<file path="src/rtl/vending_pkg.sv">
// Shared vending definitions: coin codes and the coin acceptor state type.
package vending_pkg;

  localparam logic [1:0] COIN_NONE = 2'b00;
  localparam logic [1:0] COIN_5    = 2'b01;
  localparam logic [1:0] COIN_10   = 2'b10;

  typedef enum logic [1:0] {
    IDLE,
    DEBOUNCE,
    RELEASE,
    FAULT
  } acc_state_e;

endpackage

</file>
<file path="src/rtl/coin_acceptor_sync2.sv">
// Two-flop synchroniser for one asynchronous sensor line.
module sync2 (
  input  logic clk,
  input  logic rst_n,
  input  logic d,
  output logic q
);

  logic meta_d, meta_q;
  logic sync_d, sync_q;

  // Next values are a straight shift through the two stages
  always_comb begin
    meta_d = d;
    sync_d = meta_q;
  end

  // Synchroniser flops, cleared by reset
  always_ff @(posedge clk or negedge rst_n) begin
    if (!rst_n) begin
      meta_q <= 1'b0;
      sync_q <= 1'b0;
    end else begin
      meta_q <= meta_d;
      sync_q <= sync_d;
    end
  end

  assign q = sync_q;

endmodule

</file>
<file path="src/rtl/coin_acceptor.sv">
// Coin acceptor front end: synchronises and debounces the two coin sensors
// and emits one clean coin/reject/jam pulse per physical coin.
module coin_acceptor
  import vending_pkg::*;
#(
  parameter int DEBOUNCE_CYCLES = 4,
  parameter int RELEASE_CYCLES  = 4,
  parameter int STUCK_CYCLES    = 64
) (
  input  logic       clk,
  input  logic       rst_n,
  input  logic       nickel_raw,
  input  logic       dime_raw,
  input  logic       accept_en,
  output logic [1:0] coin,
  output logic       reject,
  output logic       jam,
  output logic       stuck,
  output logic       busy
);

  localparam int CW = $clog2(DEBOUNCE_CYCLES) + 1;
  localparam int RW = $clog2(RELEASE_CYCLES) + 1;
  localparam int HW = $clog2(STUCK_CYCLES) + 1;

  localparam logic [CW-1:0] CNT_LAST  = CW'(DEBOUNCE_CYCLES - 1);
  localparam logic [RW-1:0] RCNT_LAST = RW'(RELEASE_CYCLES - 1);
  localparam logic [HW-1:0] HOLD_MAX  = HW'(STUCK_CYCLES);

  logic       nickel_sync, dime_sync;
  logic [1:0] s;

  acc_state_e    state_d, state_q;
  logic [1:0]    pat_d, pat_q;
  logic [CW-1:0] cnt_d, cnt_q;
  logic [RW-1:0] rcnt_d, rcnt_q;
  logic [HW-1:0] hold_d, hold_q;
  logic [HW-1:0] hold_nxt;
  logic [1:0]    coin_d, coin_q;
  logic          reject_d, reject_q;
  logic          jam_d, jam_q;
  logic          stuck_d, stuck_q;

  sync2 u_sync_nickel (.clk(clk), .rst_n(rst_n), .d(nickel_raw), .q(nickel_sync));
  sync2 u_sync_dime   (.clk(clk), .rst_n(rst_n), .d(dime_raw),   .q(dime_sync));

  assign s = {dime_sync, nickel_sync};

  // Next-state and pulse generation; pulses default low so each lasts one cycle
  always_comb begin
    state_d  = state_q;
    pat_d    = pat_q;
    cnt_d    = cnt_q;
    rcnt_d   = rcnt_q;
    hold_d   = hold_q;
    hold_nxt = (hold_q == HOLD_MAX) ? hold_q : hold_q + HW'(1);
    coin_d   = COIN_NONE;
    reject_d = 1'b0;
    jam_d    = 1'b0;
    stuck_d  = stuck_q;

    case (state_q)
      IDLE: begin
        if (s != 2'b00) begin
          pat_d   = s;
          cnt_d   = CW'(1);
          state_d = DEBOUNCE;
        end
      end

      DEBOUNCE: begin
        if (s != pat_q) begin
          // bounce or sensor change: drop the candidate silently
          state_d = IDLE;
        end else if (cnt_q >= CNT_LAST) begin
          // accept_en only matters at this single decision edge
          if (pat_q == 2'b11)  jam_d    = 1'b1;
          else if (!accept_en) reject_d = 1'b1;
          else                 coin_d   = pat_q;
          rcnt_d  = '0;
          hold_d  = '0;
          state_d = RELEASE;
        end else begin
          cnt_d = cnt_q + CW'(1);
        end
      end

      RELEASE: begin
        if (s != 2'b00) begin
          // any activity (including a second coin) restarts the all-clear count
          rcnt_d = '0;
          hold_d = hold_nxt;
          if (hold_nxt == HOLD_MAX) begin
            stuck_d = 1'b1;
            state_d = FAULT;
          end
        end else if (rcnt_q >= RCNT_LAST) begin
          state_d = IDLE;
        end else begin
          rcnt_d = rcnt_q + RW'(1);
        end
      end

      FAULT: begin
        // parked until reset; no events are ever produced here
      end

      default: state_d = IDLE;
    endcase
  end

  // State, counters and registered outputs
  always_ff @(posedge clk or negedge rst_n) begin
    if (!rst_n) begin
      state_q  <= IDLE;
      pat_q    <= 2'b00;
      cnt_q    <= '0;
      rcnt_q   <= '0;
      hold_q   <= '0;
      coin_q   <= COIN_NONE;
      reject_q <= 1'b0;
      jam_q    <= 1'b0;
      stuck_q  <= 1'b0;
    end else begin
      state_q  <= state_d;
      pat_q    <= pat_d;
      cnt_q    <= cnt_d;
      rcnt_q   <= rcnt_d;
      hold_q   <= hold_d;
      coin_q   <= coin_d;
      reject_q <= reject_d;
      jam_q    <= jam_d;
      stuck_q  <= stuck_d;
    end
  end

  assign coin   = coin_q;
  assign reject = reject_q;
  assign jam    = jam_q;
  assign stuck  = stuck_q;
  assign busy   = (state_q != IDLE);

endmodule

</file>
<file path="config.mk">
export PLATFORM = sky130hd
export DESIGN_NAME = coin_acceptor
export DESIGN_NICKNAME = d
export VERILOG_FILES = /design/src/rtl/vending_pkg.sv /design/src/rtl/coin_acceptor_sync2.sv /design/src/rtl/coin_acceptor.sv
export SDC_FILE = /design/constraint.sdc
export NUM_CORES = 1
export LEC_CHECK = 0
export BUFFER_PORTS_ARGS = -buffer_cell sky130_fd_sc_hd__buf_2
export CAP_MARGIN = 20
export CORE_MARGIN = 2
export CORE_UTILIZATION = 45
export DETAILED_ROUTE_END_ITERATION = 16
export PLACE_DENSITY_LB_ADDON = 0.1
export SYNTH_ARGS = -nofsm -noshare
export SYNTH_HDL_FRONTEND = slang
export SYNTH_SLANG_ARGS = --single-unit
</file>
<file path="constraint.sdc">
create_clock -name clk -period 2.63 [get_ports clk]
set_clock_uncertainty 0.1 [all_clocks]
set_input_delay 0.263 -clock clk [delete_from_list [all_inputs] [get_ports clk]]
set_output_delay 0.263 -clock clk [all_outputs]
set_load 0.03 [all_outputs]
</file>
### Word-level counts from Yosys, hierarchy flattened

Index checks and enable logic that the tools add are counted.

* bits in registers: 26
* output and inout port bits: 6
* word-level logic and storage cells: 80

* $add $sub $neg: 3
* order comparisons: 2
* eq/ne operators: 15
* muxes and demuxes: 35
* reduce and logical (&&, ||, !) cells: 12

Operators by type and width (count)
* two-way mux 7 bit: 4
* two-way mux 2 bit: 11
* two-way mux 3 bit: 7
* == test 7 bit (second input constant): 2
* one-hot mux 7 bit (2 select lines): 1
* inequality test 3 bit (second input constant): 4
* one-hot mux 3 bit (2 select lines): 2
* AND reduction 4 bit: 3
* inequality test 2 bit (second input constant): 5
* two-way mux 1 bit: 9
* nonzero test 2 bit: 4
* adder 7 x 1 -> 7 bit (second input constant): 1
* adder 3 x 1 -> 3 bit (second input constant): 2
* greater-or-equal comparator 3 x 2 -> 1 bit (second input constant): 2
* one-hot mux 2 bit (3 select lines): 1
* AND reduction 5 bit: 1
* == test 2 bit (second input constant): 2
* AND reduction 3 bit: 1
* nonzero test 3 bit: 1
* == test 2 x 1 -> 1 bit (second input constant): 1
* zero test 2 bit: 1
* inequality test 2 bit: 1
* AND reduction 2 bit: 1

### Logic depth before layout (Yosys ltp)

* depth after elaboration: 6
* gate-level depth with buffers: 8

### By module

Synthesis repeated with hierarchy kept, for this count alone.

* cells, all modules: 144
* area, all modules: 1481.4 µm²

Modules (own cells, without submodules)
* coin_acceptor: times used 1, cells each 140, area an instance 1381.3 µm², sequential area each 550.5 µm²
* sync2: times used 2, cells each 2, area an instance 50.0 µm², sequential area each 50.0 µm²

### Least setup slack after synthesis

Ideal clock, no wire load.

* path kind: register to register
* from: register hold_q[1]
* to: register state_q[1]
* arrival time: 1.785 ns
* data required time: 2.408 ns
* slack: 0.624 ns
* stages on the path, launching flop included: 8
* buffers on the path: 0
* path through: dfrtp_1 -> ha_1 -> nand3_2 -> or3_1 -> a221o_1 -> a21oi_2 -> o21ai_2 -> o2bb2ai_1

* cells in the longest elaborated chain, start to end: 5

RTL lines
* start: declaration: line coin_acceptor.sv:37 `logic [HW-1:0] hold_d, hold_q;`
* start signal: assignment: line coin_acceptor.sv:129 `hold_q <= hold_d;`
* adder 7 x 1 -> 7 bit / == test 7 bit (equally long branches): line coin_acceptor.sv:56 `hold_nxt = (hold_q == HOLD_MAX) ? hold_q : hold_q + HW'(1);`
* two-way mux 7 bit (*): line coin_acceptor.sv:56
* == test 7 bit (*): line coin_acceptor.sv:93 `if (hold_nxt == HOLD_MAX) begin`
* inequality test 3 bit (no source line) (*)
* AND reduction 5 bit (no source line) (*)
* end signal: assignment: line coin_acceptor.sv:125 `state_q <= state_d;`
* end: declaration: line coin_acceptor.sv:33 `acc_state_e state_d, state_q;`

Every way passes the cells marked *; elsewhere a longest branch is shown, timed or not.
A chain may end at the register's enable or synchronous reset.

### Final worst setup path

* from: register cnt_q[0]
* to: register hold_q[0]

* cells in the longest elaborated chain, start to end: 3

RTL lines
* start: declaration: line coin_acceptor.sv:35 `logic [CW-1:0] cnt_d, cnt_q;`
* start signal: assignment: line coin_acceptor.sv:127 `cnt_q <= cnt_d;`
* greater-or-equal comparator 3 x 2 -> 1 bit: line coin_acceptor.sv:75 `end else if (cnt_q >= CNT_LAST) begin`
* inequality test 2 bit (no source line)
* AND reduction 4 bit (no source line)

Every way passes these cells.

==> results.yml <==
job:
  maxCapViolations: 0
synth:
  synth-seq-cells: 26
  synth_seq_area_share_pct: 46.6
  netlist_top_cells_count: "dfrtp_1, nand2_1, o21ai_0, inv_1, ha_1"
  yosys-top-cells-area: "dfrtp_1, ha_1, o21ai_0"
  yosysWarningCount: 0
  synth_top_area_share_pct: 46.6
  synth_edf_count: 0
  synth.avg_cell_area_um2: 9.69
  async_flop_share_pct: 100
  syn_area_um2: 1400
  yosysTopAreaCell: "dfrtp_1"
  synth_nets: 159
  synthCells: 144
  ys.flop_type: "dfrtp_1"
  synth_cell_types: 36
  synth.most_common_cell: "dfrtp_1"
final_layout:
  drive_above_1_share_pct: 13.7
  fill_cells: 278
  ff_latch_area_um2: 651
  fin_nets: 177
  n_antenna_cell: 0
  area_growth_syn_to_layout_pct: 11.7
  multi_input_area_um2: 687
  instances_no_fill: 194
die:
  die_area_um2: 3560
  die_height_um: 59.7
  chipWidth_um: 59.7
  num_io_pins: 11
  fp-row-count: 20
  core_area_um2: 3000
  initial_core_util_pct: 46.5
timing:
  period_minus_slack_ns: 2.20
  worst_pin_slew_ns: 0.695
  rsz0062_at_grt: "no"
  fmax_mhz: 455
  setup_viol: 0
  maxSlewViolCount: 0
  hold_viol: 0
  fin_setup_tns_ns: 0
  slew_headroom_pct: 53.1
  hold_ws_ns: 0.266
  timing.final.crit_share_pct: 83.5
clock_tree:
  clkSinkCount: 26
  cts_tree: "yes"
  cts_resized: 0
  path_clk_slew_ns: 0.13
  cts_hold_buffers: 4
  clock_latency_ns: 0.31
  h-tree-depth: 1
  post_cts_buffers: 0
  cts_made_buffers: 3
  root_buffer: "clkbuf_4"
  clk_path_buf_depth: 2
drt:
  num_vias: 1077
  route.met2.wl_um: 1080
  detail-route-antenna-nets: 0
  m1WireLength_um: 1370
  wl_per_cell_um: 13.2
  firstDrtPassIters: 4
  totalWireLength_um: 2560
  via_per_inst: 5.55
  drt_iter0_drc: 39
  wl_met3_um: 99
  drc: 0
  highest_layer: "met4"
power_and_ir_drop:
  power_w: 0.00137
  power.leakage_nw: 0.732
  vdd_ir_drop_max_mv: 0.605
  power_per_cell_area_nw_per_um2: 878
global_routing:
  grt_max_degree: 27
  grt_usage_pct: 16.8
  antenna_found_initial: 0
  overflow: 0
  grt_pass1_wl_um: 4430
  grt_pass1_vias: 969
worst_setup_path:
  worst-path-max-fanout: 7
  cp.arrival_ns: 2.31
  crit_type: "register to register"
  end_kind: "register"
  worstPathRequired_ns: 2.74
  startpoint_type: "register"
place:
  portBuffers: 10
  hpwl_um: 1960
  routabilityCongestion: 0.823
  placed_cells: 186
worst_hold_path:
  hold_class: "register to register"
status:
  status: "completed"
==> report_power, final <==
group | switching, W | leakage (nW) | total (W) | internal (W)
registers | 0.0000827 | 0.339 | 0.000557 | 0.000474
logic | 0.000375 | 0.372 | 0.000617 | 0.000242
clock network | 0.000109 | 0.0210 | 0.000194 | 0.0000846
==> cell families after synthesis <==
logic type | after synthesis | synth area share [%]
simple gates | 48 | 17.6
compound gates | 42 | 20.2
flops | 26 | 46.6
buf+inv | 14 | 4.13
fa+ha+maj | 10 | 8.97
xor+xnor | 4 | 2.51
==> layer usage <==
| metal | up-vias | track usage (%) |
|---|---|---|
| li1 | 552 | - |
| met1 | 501 | 23.1 |
| met2 | 22 | 25.8 |
| met3 | 2 | 4.98 |
| met4 | 0 | 4.44 |
| met5 | - | 0 |
==> layout by cell type, fill, tap and decap left out, types with 2 or more instances in the layout <==
cell type / Yosys / final
xor2_1: 2 / 2
nor3b_1: 3 / 3
or3_1: 2 / 2
ha_1: 10 / 10
o21ai_0: 15 / 15
and3_1: 4 / 4
inv_1: 12 / 12
buf_2: 1 / 10
a211oi_1: 2 / 2
a221o_1: 2 / 2
dfrtp_1: 26 / 26
dlygate4sd3_1: 0 / 4
nand3_1: 5 / 5
nor2_1: 9 / 9
clkbuf_4: 0 / 3
nand4_1: 3 / 3
nand2_1: 17 / 17
a31oi_1: 3 / 3
a211o_1: 2 / 2
xnor2_1: 2 / 2
a21oi_1: 7 / 7
==> final cells by class <==
cell class	count	share of cell area, %
repair buffers	15	6.27
flip-flops and latches	26	41.8
multi-input cells	104	44.1
clock buffers	4	2.33
inverters	12	2.89
well taps	33	2.65
==> path summary, 6_finish.rpt <==
path                                               from                      end  slack [ns]  cells after the start
setup / recovery                   cnt_q[0]$_DFFE_PN0P_    hold_q[0]$_DFFE_PN0P_        0.43                      8
hold / removal             u_sync_dime.meta_q$_DFF_PN0_  u_sync_dime.q$_DFF_PN0_        0.27                      0
setup reg to reg                   cnt_q[0]$_DFFE_PN0P_    hold_q[0]$_DFFE_PN0P_        0.43                      8
hold reg to reg            u_sync_dime.meta_q$_DFF_PN0_  u_sync_dime.q$_DFF_PN0_        0.27                      0
max in group asynchronous                         rst_n     pat_q[0]$_DFFE_PN0P_        1.71                      2
min in group asynchronous                         rst_n    hold_q[0]$_DFFE_PN0P_        0.36                      2
==> worst max-delay path, stage by stage, from the launching register on <==
cell	delay, ns
dfrtp_1	0.44
ha_1	0.17
ha_1	0.16
a211o_1	0.16
nand4_1	0.14
o21ai_0	0.27
nand2_1	0.30
a311oi_1	0.30
a21oi_1	0.06
==> metrics by stage <==
stage                     instance area, um2  util, %  setup slack (ns)
final                                   1560     51.9             0.433
after floorplan                         1400        -             0.624
after global placement                  1480     49.3             0.483
after global routing                    1560     51.9             0.131
after CTS                               1560     51.9             0.420
after detailed placement                1480     49.3             0.443
==> sequential cells by signal (all words and copies together), names as in the netlist <==
| name | count |
|---|---|
| coin | 2 |
| cnt_q | 3 |
| rcnt_q | 3 |
| pat_q | 2 |
| u_sync_dime.q | 1 |
| u_sync_nickel.q | 1 |
| stuck | 1 |
| hold_q | 7 |
| reject | 1 |
| jam | 1 |
| u_sync_nickel.meta_q | 1 |
| u_sync_dime.meta_q | 1 |
| state_q | 2 |
Power figures use the tool's default switching activity.
